==> src/rtl/shared_port_scheduler_pkg.sv <==
// rtl/shared_port_scheduler_pkg.sv - shared types and helpers for the shared port scheduler
package shared_port_scheduler_pkg;

  typedef enum logic {
    IDLE  = 1'b0,
    OWNED = 1'b1
  } sched_state_e;

  localparam int TIMEOUT_CNT_WIDTH = 16;

  function automatic int clog2(input int value);
    int result;
    result = 0;
    for (int i = 0; i < 32; i++) begin
      if ((1 << i) < value) result = i + 1;
    end
    return result;
  endfunction

endpackage

==> src/rtl/shared_port_scheduler_rotating_priority_select.sv <==
// rtl/shared_port_scheduler_rotating_priority_select.sv - combinational rotating-priority winner select
// Search starts just above the pointer, wraps to bit 0, and reaches the pointer position last.
module rotating_priority_select
  import shared_port_scheduler_pkg::*;
#(
  parameter int WORD_WIDTH  = 4,
  parameter int INDEX_WIDTH = clog2(WORD_WIDTH)
) (
  input  logic [WORD_WIDTH-1:0]  req_valid,
  input  logic [INDEX_WIDTH-1:0] pointer,
  output logic [WORD_WIDTH-1:0]  winner,
  output logic [INDEX_WIDTH-1:0] winner_index,
  output logic                   any_valid
);

  logic [WORD_WIDTH-1:0] upper;
  logic [WORD_WIDTH-1:0] search;

  always_comb begin
    upper = '0;
    for (int i = 0; i < WORD_WIDTH; i++) begin
      upper[i] = req_valid[i] && (i > int'(pointer));
    end
    // Nothing above the pointer: the lowest set bit of the full vector is the wrapped winner.
    search    = (|upper) ? upper : req_valid;
    any_valid = |req_valid;
    winner_index = '0;
    for (int i = WORD_WIDTH - 1; i >= 0; i--) begin
      if (search[i]) winner_index = INDEX_WIDTH'(i);
    end
    winner = any_valid ? (WORD_WIDTH'(1) << winner_index) : '0;
  end

endmodule

==> src/rtl/shared_port_scheduler.sv <==
// rtl/shared_port_scheduler.sv - round-robin, transaction-locked owner of one shared port
// Optional stall timeout compiled in with SHARED_PORT_SCHEDULER_TIMEOUT_EN.
module shared_port_scheduler
  import shared_port_scheduler_pkg::*;
#(
  parameter  int WORD_WIDTH     = 4,
  parameter  int TIMEOUT_CYCLES = 16,
  localparam int INDEX_WIDTH    = clog2(WORD_WIDTH)
) (
  input  logic                   clock,
  input  logic                   clear,
  input  logic [WORD_WIDTH-1:0]  req_valid,
  input  logic [WORD_WIDTH-1:0]  req_last,
  output logic [WORD_WIDTH-1:0]  req_ready,
  input  logic                   port_ready,
  output logic                   port_valid,
  output logic [WORD_WIDTH-1:0]  grant,
  output logic [INDEX_WIDTH-1:0] grant_index,
  output logic                   busy,
  output logic                   timeout
);

  sched_state_e           state_q, state_d;
  logic [WORD_WIDTH-1:0]  grant_q, grant_d;
  logic [INDEX_WIDTH-1:0] grant_index_q, grant_index_d;
  logic [INDEX_WIDTH-1:0] pointer_q, pointer_d;
  logic                   busy_q, busy_d;

  logic [WORD_WIDTH-1:0]  winner;
  logic [INDEX_WIDTH-1:0] winner_index;
  logic                   any_valid;
  logic                   owner_valid;
  logic                   owner_last;
  logic                   transfer;
  logic                   expire;

  rotating_priority_select #(
    .WORD_WIDTH (WORD_WIDTH),
    .INDEX_WIDTH(INDEX_WIDTH)
  ) u_select (
    .req_valid   (req_valid),
    .pointer     (pointer_q),
    .winner      (winner),
    .winner_index(winner_index),
    .any_valid   (any_valid)
  );

  assign owner_valid = |(req_valid & grant_q);
  assign owner_last  = |(req_valid & req_last & grant_q);
  assign transfer    = (state_q == OWNED) && owner_valid && port_ready;

  assign port_valid  = (state_q == OWNED) && owner_valid;
  assign req_ready   = ((state_q == OWNED) && port_ready) ? grant_q : '0;
  assign grant       = grant_q;
  assign grant_index = grant_index_q;
  assign busy        = busy_q;

`ifdef SHARED_PORT_SCHEDULER_TIMEOUT_EN
  localparam logic [TIMEOUT_CNT_WIDTH-1:0] TIMEOUT_LIMIT = TIMEOUT_CNT_WIDTH'(TIMEOUT_CYCLES);

  logic [TIMEOUT_CNT_WIDTH-1:0] stall_cnt_q, stall_cnt_d;

  always_comb begin
    stall_cnt_d = '0;
    expire      = 1'b0;
    if ((state_q == OWNED) && !transfer) begin
      stall_cnt_d = stall_cnt_q + 1'b1;
      expire      = (stall_cnt_d == TIMEOUT_LIMIT) && !clear;
    end
  end

  always_ff @(posedge clock) begin
    if (clear) stall_cnt_q <= '0;
    else       stall_cnt_q <= stall_cnt_d;
  end

  assign timeout = expire;
`else
  localparam int UNUSED_TIMEOUT_CYCLES = TIMEOUT_CYCLES;

  assign expire  = 1'b0;
  assign timeout = 1'b0;
`endif

  always_comb begin
    state_d       = state_q;
    grant_d       = grant_q;
    grant_index_d = grant_index_q;
    pointer_d     = pointer_q;
    busy_d        = busy_q;
    case (state_q)
      IDLE: begin
        if (any_valid) begin
          grant_d       = winner;
          grant_index_d = winner_index;
          pointer_d     = winner_index;
          state_d       = OWNED;
          busy_d        = 1'b1;
        end
      end
      OWNED: begin
        // A transfer on the expiry cycle suppresses expire, so only a last beat releases then.
        if ((transfer && owner_last) || expire) begin
          grant_d = '0;
          state_d = IDLE;
          busy_d  = 1'b0;
        end
      end
    endcase
  end

  always_ff @(posedge clock) begin
    if (clear) begin
      state_q       <= IDLE;
      grant_q       <= '0;
      grant_index_q <= '0;
      pointer_q     <= INDEX_WIDTH'(WORD_WIDTH - 1);
      busy_q        <= 1'b0;
    end else begin
      state_q       <= state_d;
      grant_q       <= grant_d;
      grant_index_q <= grant_index_d;
      pointer_q     <= pointer_d;
      busy_q        <= busy_d;
    end
  end

endmodule

==> config.mk <==
export PLATFORM = sky130hd
export DESIGN_NAME = shared_port_scheduler
export DESIGN_NICKNAME = d
export VERILOG_FILES = /design/src/rtl/shared_port_scheduler_pkg.sv /design/src/rtl/shared_port_scheduler_rotating_priority_select.sv /design/src/rtl/shared_port_scheduler.sv
export SDC_FILE = /design/constraint.sdc
export NUM_CORES = 1
export LEC_CHECK = 0
export CAP_MARGIN = 20
export CORE_AREA = 4 4 57 59
export DETAILED_ROUTE_END_ITERATION = 6
export DIE_AREA = 0 0 61 63
export HOLD_SLACK_MARGIN = 0.05
export PLACE_DENSITY = 0.72
export SYNTH_ARGS = -nofsm -noshare
export SYNTH_HDL_FRONTEND = slang
export SYNTH_SLANG_ARGS = --single-unit
==> constraint.sdc <==
create_clock -name clock -period 1.3 [get_ports clock]
set_input_delay 0.325 -clock clock [delete_from_list [all_inputs] [get_ports clock]]
set_output_delay 0.325 -clock clock [all_outputs]
set_load 0.02 [all_outputs]
---- Word-level counts from Yosys, hierarchy flattened ----
Index checks and enable logic that the tools add are counted.
cells by class
  magnitude comparators ................... 4
  equal/unequal tests ..................... 2
  bitwise logic cells ..................... 4
  shifts and indexed selects .............. 1
  multiplexer cells ....................... 15
  reductions and logical operators ........ 14
operators by type and width
  cell                                                                  count
  3-bit by 32-bit > comparator with 1-bit output, first input constant  2
  1-bit by 32-bit > comparator with 1-bit output, first input constant  1
  2-bit by 32-bit > comparator with 1-bit output, first input constant  1
  4-bit 2-to-1 mux                                                      4
  4-bit OR reduction                                                    4
  4-bit bitwise AND                                                     3
  1-bit logical AND                                                     8
  2-bit 2-to-1 mux                                                      4
  4-bit case mux with 2 select lines                                    1
  1-bit 2-to-1 mux                                                      4
  1-bit case mux with 2 select lines                                    2
  2-bit AND reduction                                                   2
  1-bit by 2-bit left shift with 4-bit output, first input constant     1
  2-bit by 1-bit != test with 1-bit output, second input constant       1
  2-bit != test, second input constant                                  1
  1-bit inverter                                                        1
word-level totals
  input port bits ......................... 11
  word-level logic and storage cells ...... 45
  register bits after elaboration ......... 70
  output and inout bits ................... 43

---- Depth between registers and ports, before layout ----
  word-level depth ........................ 11
  gate-level depth with buffers ........... 5
  mapped depth without buffers ............ 4

---- Cells and area by module ----
A second synthesis with hierarchy kept.
unflattened totals
  cells, all modules ...................... 277
  area, all modules ....................... 2249.7 µm²
modules (own cells, without submodules)
  module                    sequential area each (µm²)  area an instance (µm²)  instances  cells each
  shared_port_scheduler     800.8                       1786.7                  1          211
  rotating_priority_select  0.0                         462.9                   1          66

---- Worst setup path before layout ----
Ideal clock, no wire load.
  path kind ............................... input -> output
  start point ............................. input port req_valid[0]
  end point ............................... output port port_valid
  stages on the path ...................... 4
  setup slack ............................. -0.071 ns
  data required time ...................... 0.975 ns
  arrival time ............................ 1.046 ns
  path buffers ............................ 1
  path through ............................ buf_6 > nor2_1 > a21oi_2 > a21oi_1
between the ends
  longest elaborated chain between the ends .. 3
ends and longest elaborated chain
  element             RTL line                     text
  from (decl)         shared_port_scheduler.sv:12  input logic [WORD_WIDTH-1:0] req_valid,
  4-bit bitwise AND   shared_port_scheduler.sv:48  assign owner_valid = |(req_valid & grant_q);
  4-bit OR reduction  shared_port_scheduler.sv:48
  1-bit logical AND   shared_port_scheduler.sv:52  assign port_valid = (state_q == OWNED) && owner_valid;
  to (decl)           shared_port_scheduler.sv:16  output logic port_valid,
Every way passes these cells.

---- Worst setup path in the final report ----
  start point ............................. register grant_q[3], in the netlist grant[3]
  end point ............................... output port port_valid
between the ends
  longest elaborated chain between the ends .. 3
ends and longest elaborated chain
  element                 RTL line                      text
  from (decl)             shared_port_scheduler.sv:24   logic [WORD_WIDTH-1:0] grant_q, grant_d;
  from (signal assigned)  shared_port_scheduler.sv:121  grant_q <= grant_d;
  4-bit bitwise AND       shared_port_scheduler.sv:48
  4-bit OR reduction      shared_port_scheduler.sv:48
  1-bit logical AND       shared_port_scheduler.sv:52
Every way passes these cells.

==> impl_metrics.tcl <==
set metrics [dict create \
    post_synth.cell_area_avg_um2 8.182 \
    drc_errors 0 \
    clock_path_buffers 2 \
    slowest_delay_ps 360 \
    ys.flop_type "dfxtp_1" \
    clkPwrFrac_pct 24.5 \
    pin_count 54 \
    dr_total_vias 815 \
    overflow 0 \
    powerDensity_nw_per_um2 931.8 \
    path_cells "a22oi_2 > a21oi_2 > buf_4" \
    p_comb_share_pct 41.6 \
    p_leak_uw 0.0005516 \
    crit_slowest_cell "dfxtp_4" \
    finalClockSkew_ps 4.101 \
    ys_seq_area_share_pct 23.99 \
    fmax_mhz 732.9 \
    cp.arrival_ps 1040 \
    die-area_um2 3843 \
    synth_seq_cells 10 \
    rows 19 \
    hold_buffers 0 \
    root_buffer "clkbuf_4" \
    grt_setup_unrepaired "yes" \
    synth.top_cell.area_share_pct 27.89 \
    maxCapViolCount 0 \
    startpoint_type "flop" \
    syn_inst 102 \
    dr.pass1.iters 4 \
    dieHeight_um 63 \
    multi_input_area_um2 584.3 \
    grt_pass1_vias 728 \
    hold_viol 0 \
    async_flop_share_pct 0 \
    dpl.cell_count 165 \
    drive_above_1_share_pct 44.37 \
    detail-route-antenna-nets 0 \
    hpwl_mm 1.690 \
    syn_to_final_growth_pct 47.83 \
    postPlaceCellArea_um2 1066 \
    p_int_uw 716.6 \
    yosysWarnings 0 \
    fin_crit_ps 1365 \
    netlist_top_cells_area "buf_4, dfxtp_1, o32ai_2" \
    floorplan.core_area_um2 2710 \
    seqCellArea_um2 222.7 \
    setup_viol 5 \
    viasPerCell 4.711 \
    start_util_pct 30.79 \
    critPathKind "flop to output pin" \
    synth_common_cells "buf_4, dfxtp_1, a21oi_1" \
    nNetsFinal 154 \
    ys_types 38 \
    ir_drop_uv 394.8 \
    min_path_type "flop to flop" \
    globalRouteTotalUtil_pct 11.48 \
    grt_pass1_wl_mm 3.236 \
    violations "setup timing" \
    nFillCells 288 \
    gp_congestion 0.9673 \
    routed_wl_mm 2.285 \
    period_share_pct 105.0 \
    dp_slack_ps -869.1 \
    antenna-diode-count 0 \
    clk_pin_slew_ps 60 \
    endpoint_kind "output pin" \
    antenna_found_initial 0 \
    clkSinkCount 10 \
    cts_buffers 3 \
    final_cell_count_no_fill 173 \
    grt_max_degree 10 \
    portBuffers 22 \
    cts_tree "built" \
    switching_share_pct 37.66 \
    required_ps 980 \
    clk_latency_ps 270 \
    slew_violations 0 \
    die_w_um 61 \
    critPathMaxFanout 4 \
    yosys.area.top_type "buf_4" \
    synth_edf_count 0 \
    synth.most_common_cell "buf_4" \
    net-switching-power_uw 433.0 \
    outcome "finished with violations" \
    drtIter0Drc 5 \
    postLayoutCellArea_um2 1234 \
    final_util_pct 45.52 \
    wl_per_cell_um 13.21 \
    syn_area_um2 834.6 \
    htreeDepth 1 \
    setup_slack_ps -64.53 \
    power.share.sequential_pct 34.0 \
]
per-layer routing:
metal	part of all wire, %	vias up	track usage [%]
met4	3.8	0	6.504
met5	0	-	0
met1	37	376	13.21
li1	-	387	-
met2	49	43	17.78
met3	10	9	4.132
timing repair:
item / in CTS / in global routing
pin swaps: 4 / 12
cloned: 0 / 0
endpoints found under the setup margin: 22 / 16
setup buffers: 0 / 4
resized for setup: 66 / 30
path summary, 6_finish.rpt:
path / slack (ps) / to / from / cells past startpoint
setup / recovery: -60 / port_valid / grant[3]$_SDFFE_PP0P_ / 3
hold reg to reg: 450 / grant_index[1]$_SDFFE_PP0P_ / grant_index[1]$_SDFFE_PP0P_ / 2
hold / removal: 450 / grant_index[1]$_SDFFE_PP0P_ / grant_index[1]$_SDFFE_PP0P_ / 2
setup reg to reg: -20 / grant[1]$_SDFFE_PP0P_ / grant[3]$_SDFFE_PP0P_ / 5
power by group through the flow:
stage | clock [uW] | combinational, uW | sequential (uW)
finish | 281 | 478 | 390
global placement | 0 | 405 | 388
global route | 314 | 515 | 395
CTS | 293 | 406 | 389
detailed placement | 0 | 410 | 389
floorplan | 0 | 307 | 395
per-stage QoR:
| step | hold slack [ps] | TNS, ps | power, uW |
|---|---|---|---|
| global route | 494.0 | -587.1 | 1224 |
| floorplan | 440.2 | 0 | 702.6 |
| detailed placement | 454.7 | -8603 | 799.1 |
| CTS | 460.8 | -190.5 | 1088 |
| finish | 453.7 | -207.9 | 1150 |
| global placement | 447.1 | -8296 | 793.2 |
worst max-delay path: cells and delay by family (launching register included):
family	cells	cell delay [ps]
AOI/OAI and AO/OA	2	240
buffers and inverters	1	160
DFF	1	360
placed cells by master, fill, tap and decap left out, drive strengths merged, types with 2 or more instances in the layout:
cell type	instances
o2bb2ai	2
conb	31
nand2	4
a311oi	2
o32ai	2
clkbuf	8
and3	4
clkdlybuf4s15	3
buf	28
nand3	5
a31oi	2
a22o	2
nor2	6
dfxtp	10
o21ai	2
nor2b	2
a21oi	7
a22oi	2
clkdlybuf4s50	5
inv	2
cells by family after synthesis:
kind of cell           Yosys count  synth area share (%)
AO/OA/AOI/OAI                   27                 26.09
buffers and inverters           37                 31.63
flip-flops                      10                 23.99
multiplexers                     1                 1.199
other                            1                0.4493
AND/OR/NAND/NOR                 26                 16.64
flip-flops by register name, indices dropped and copies added (netlist names):
| name | flops |
|---|---|
| busy | 1 |
| grant | 4 |
| grant_index | 2 |
| pointer_q | 2 |
| state_q | 1 |
area by class of cell:
cell class / instances / area share [%]
multi-input cells: 85 / 47.36
clock buffers: 4 / 2.941
flip-flops and latches: 10 / 18.05
inverters: 2 / 0.6085
repair buffers: 41 / 27.89
well taps: 31 / 3.144
No activity file was read; power rests on OpenSTA's default activity.
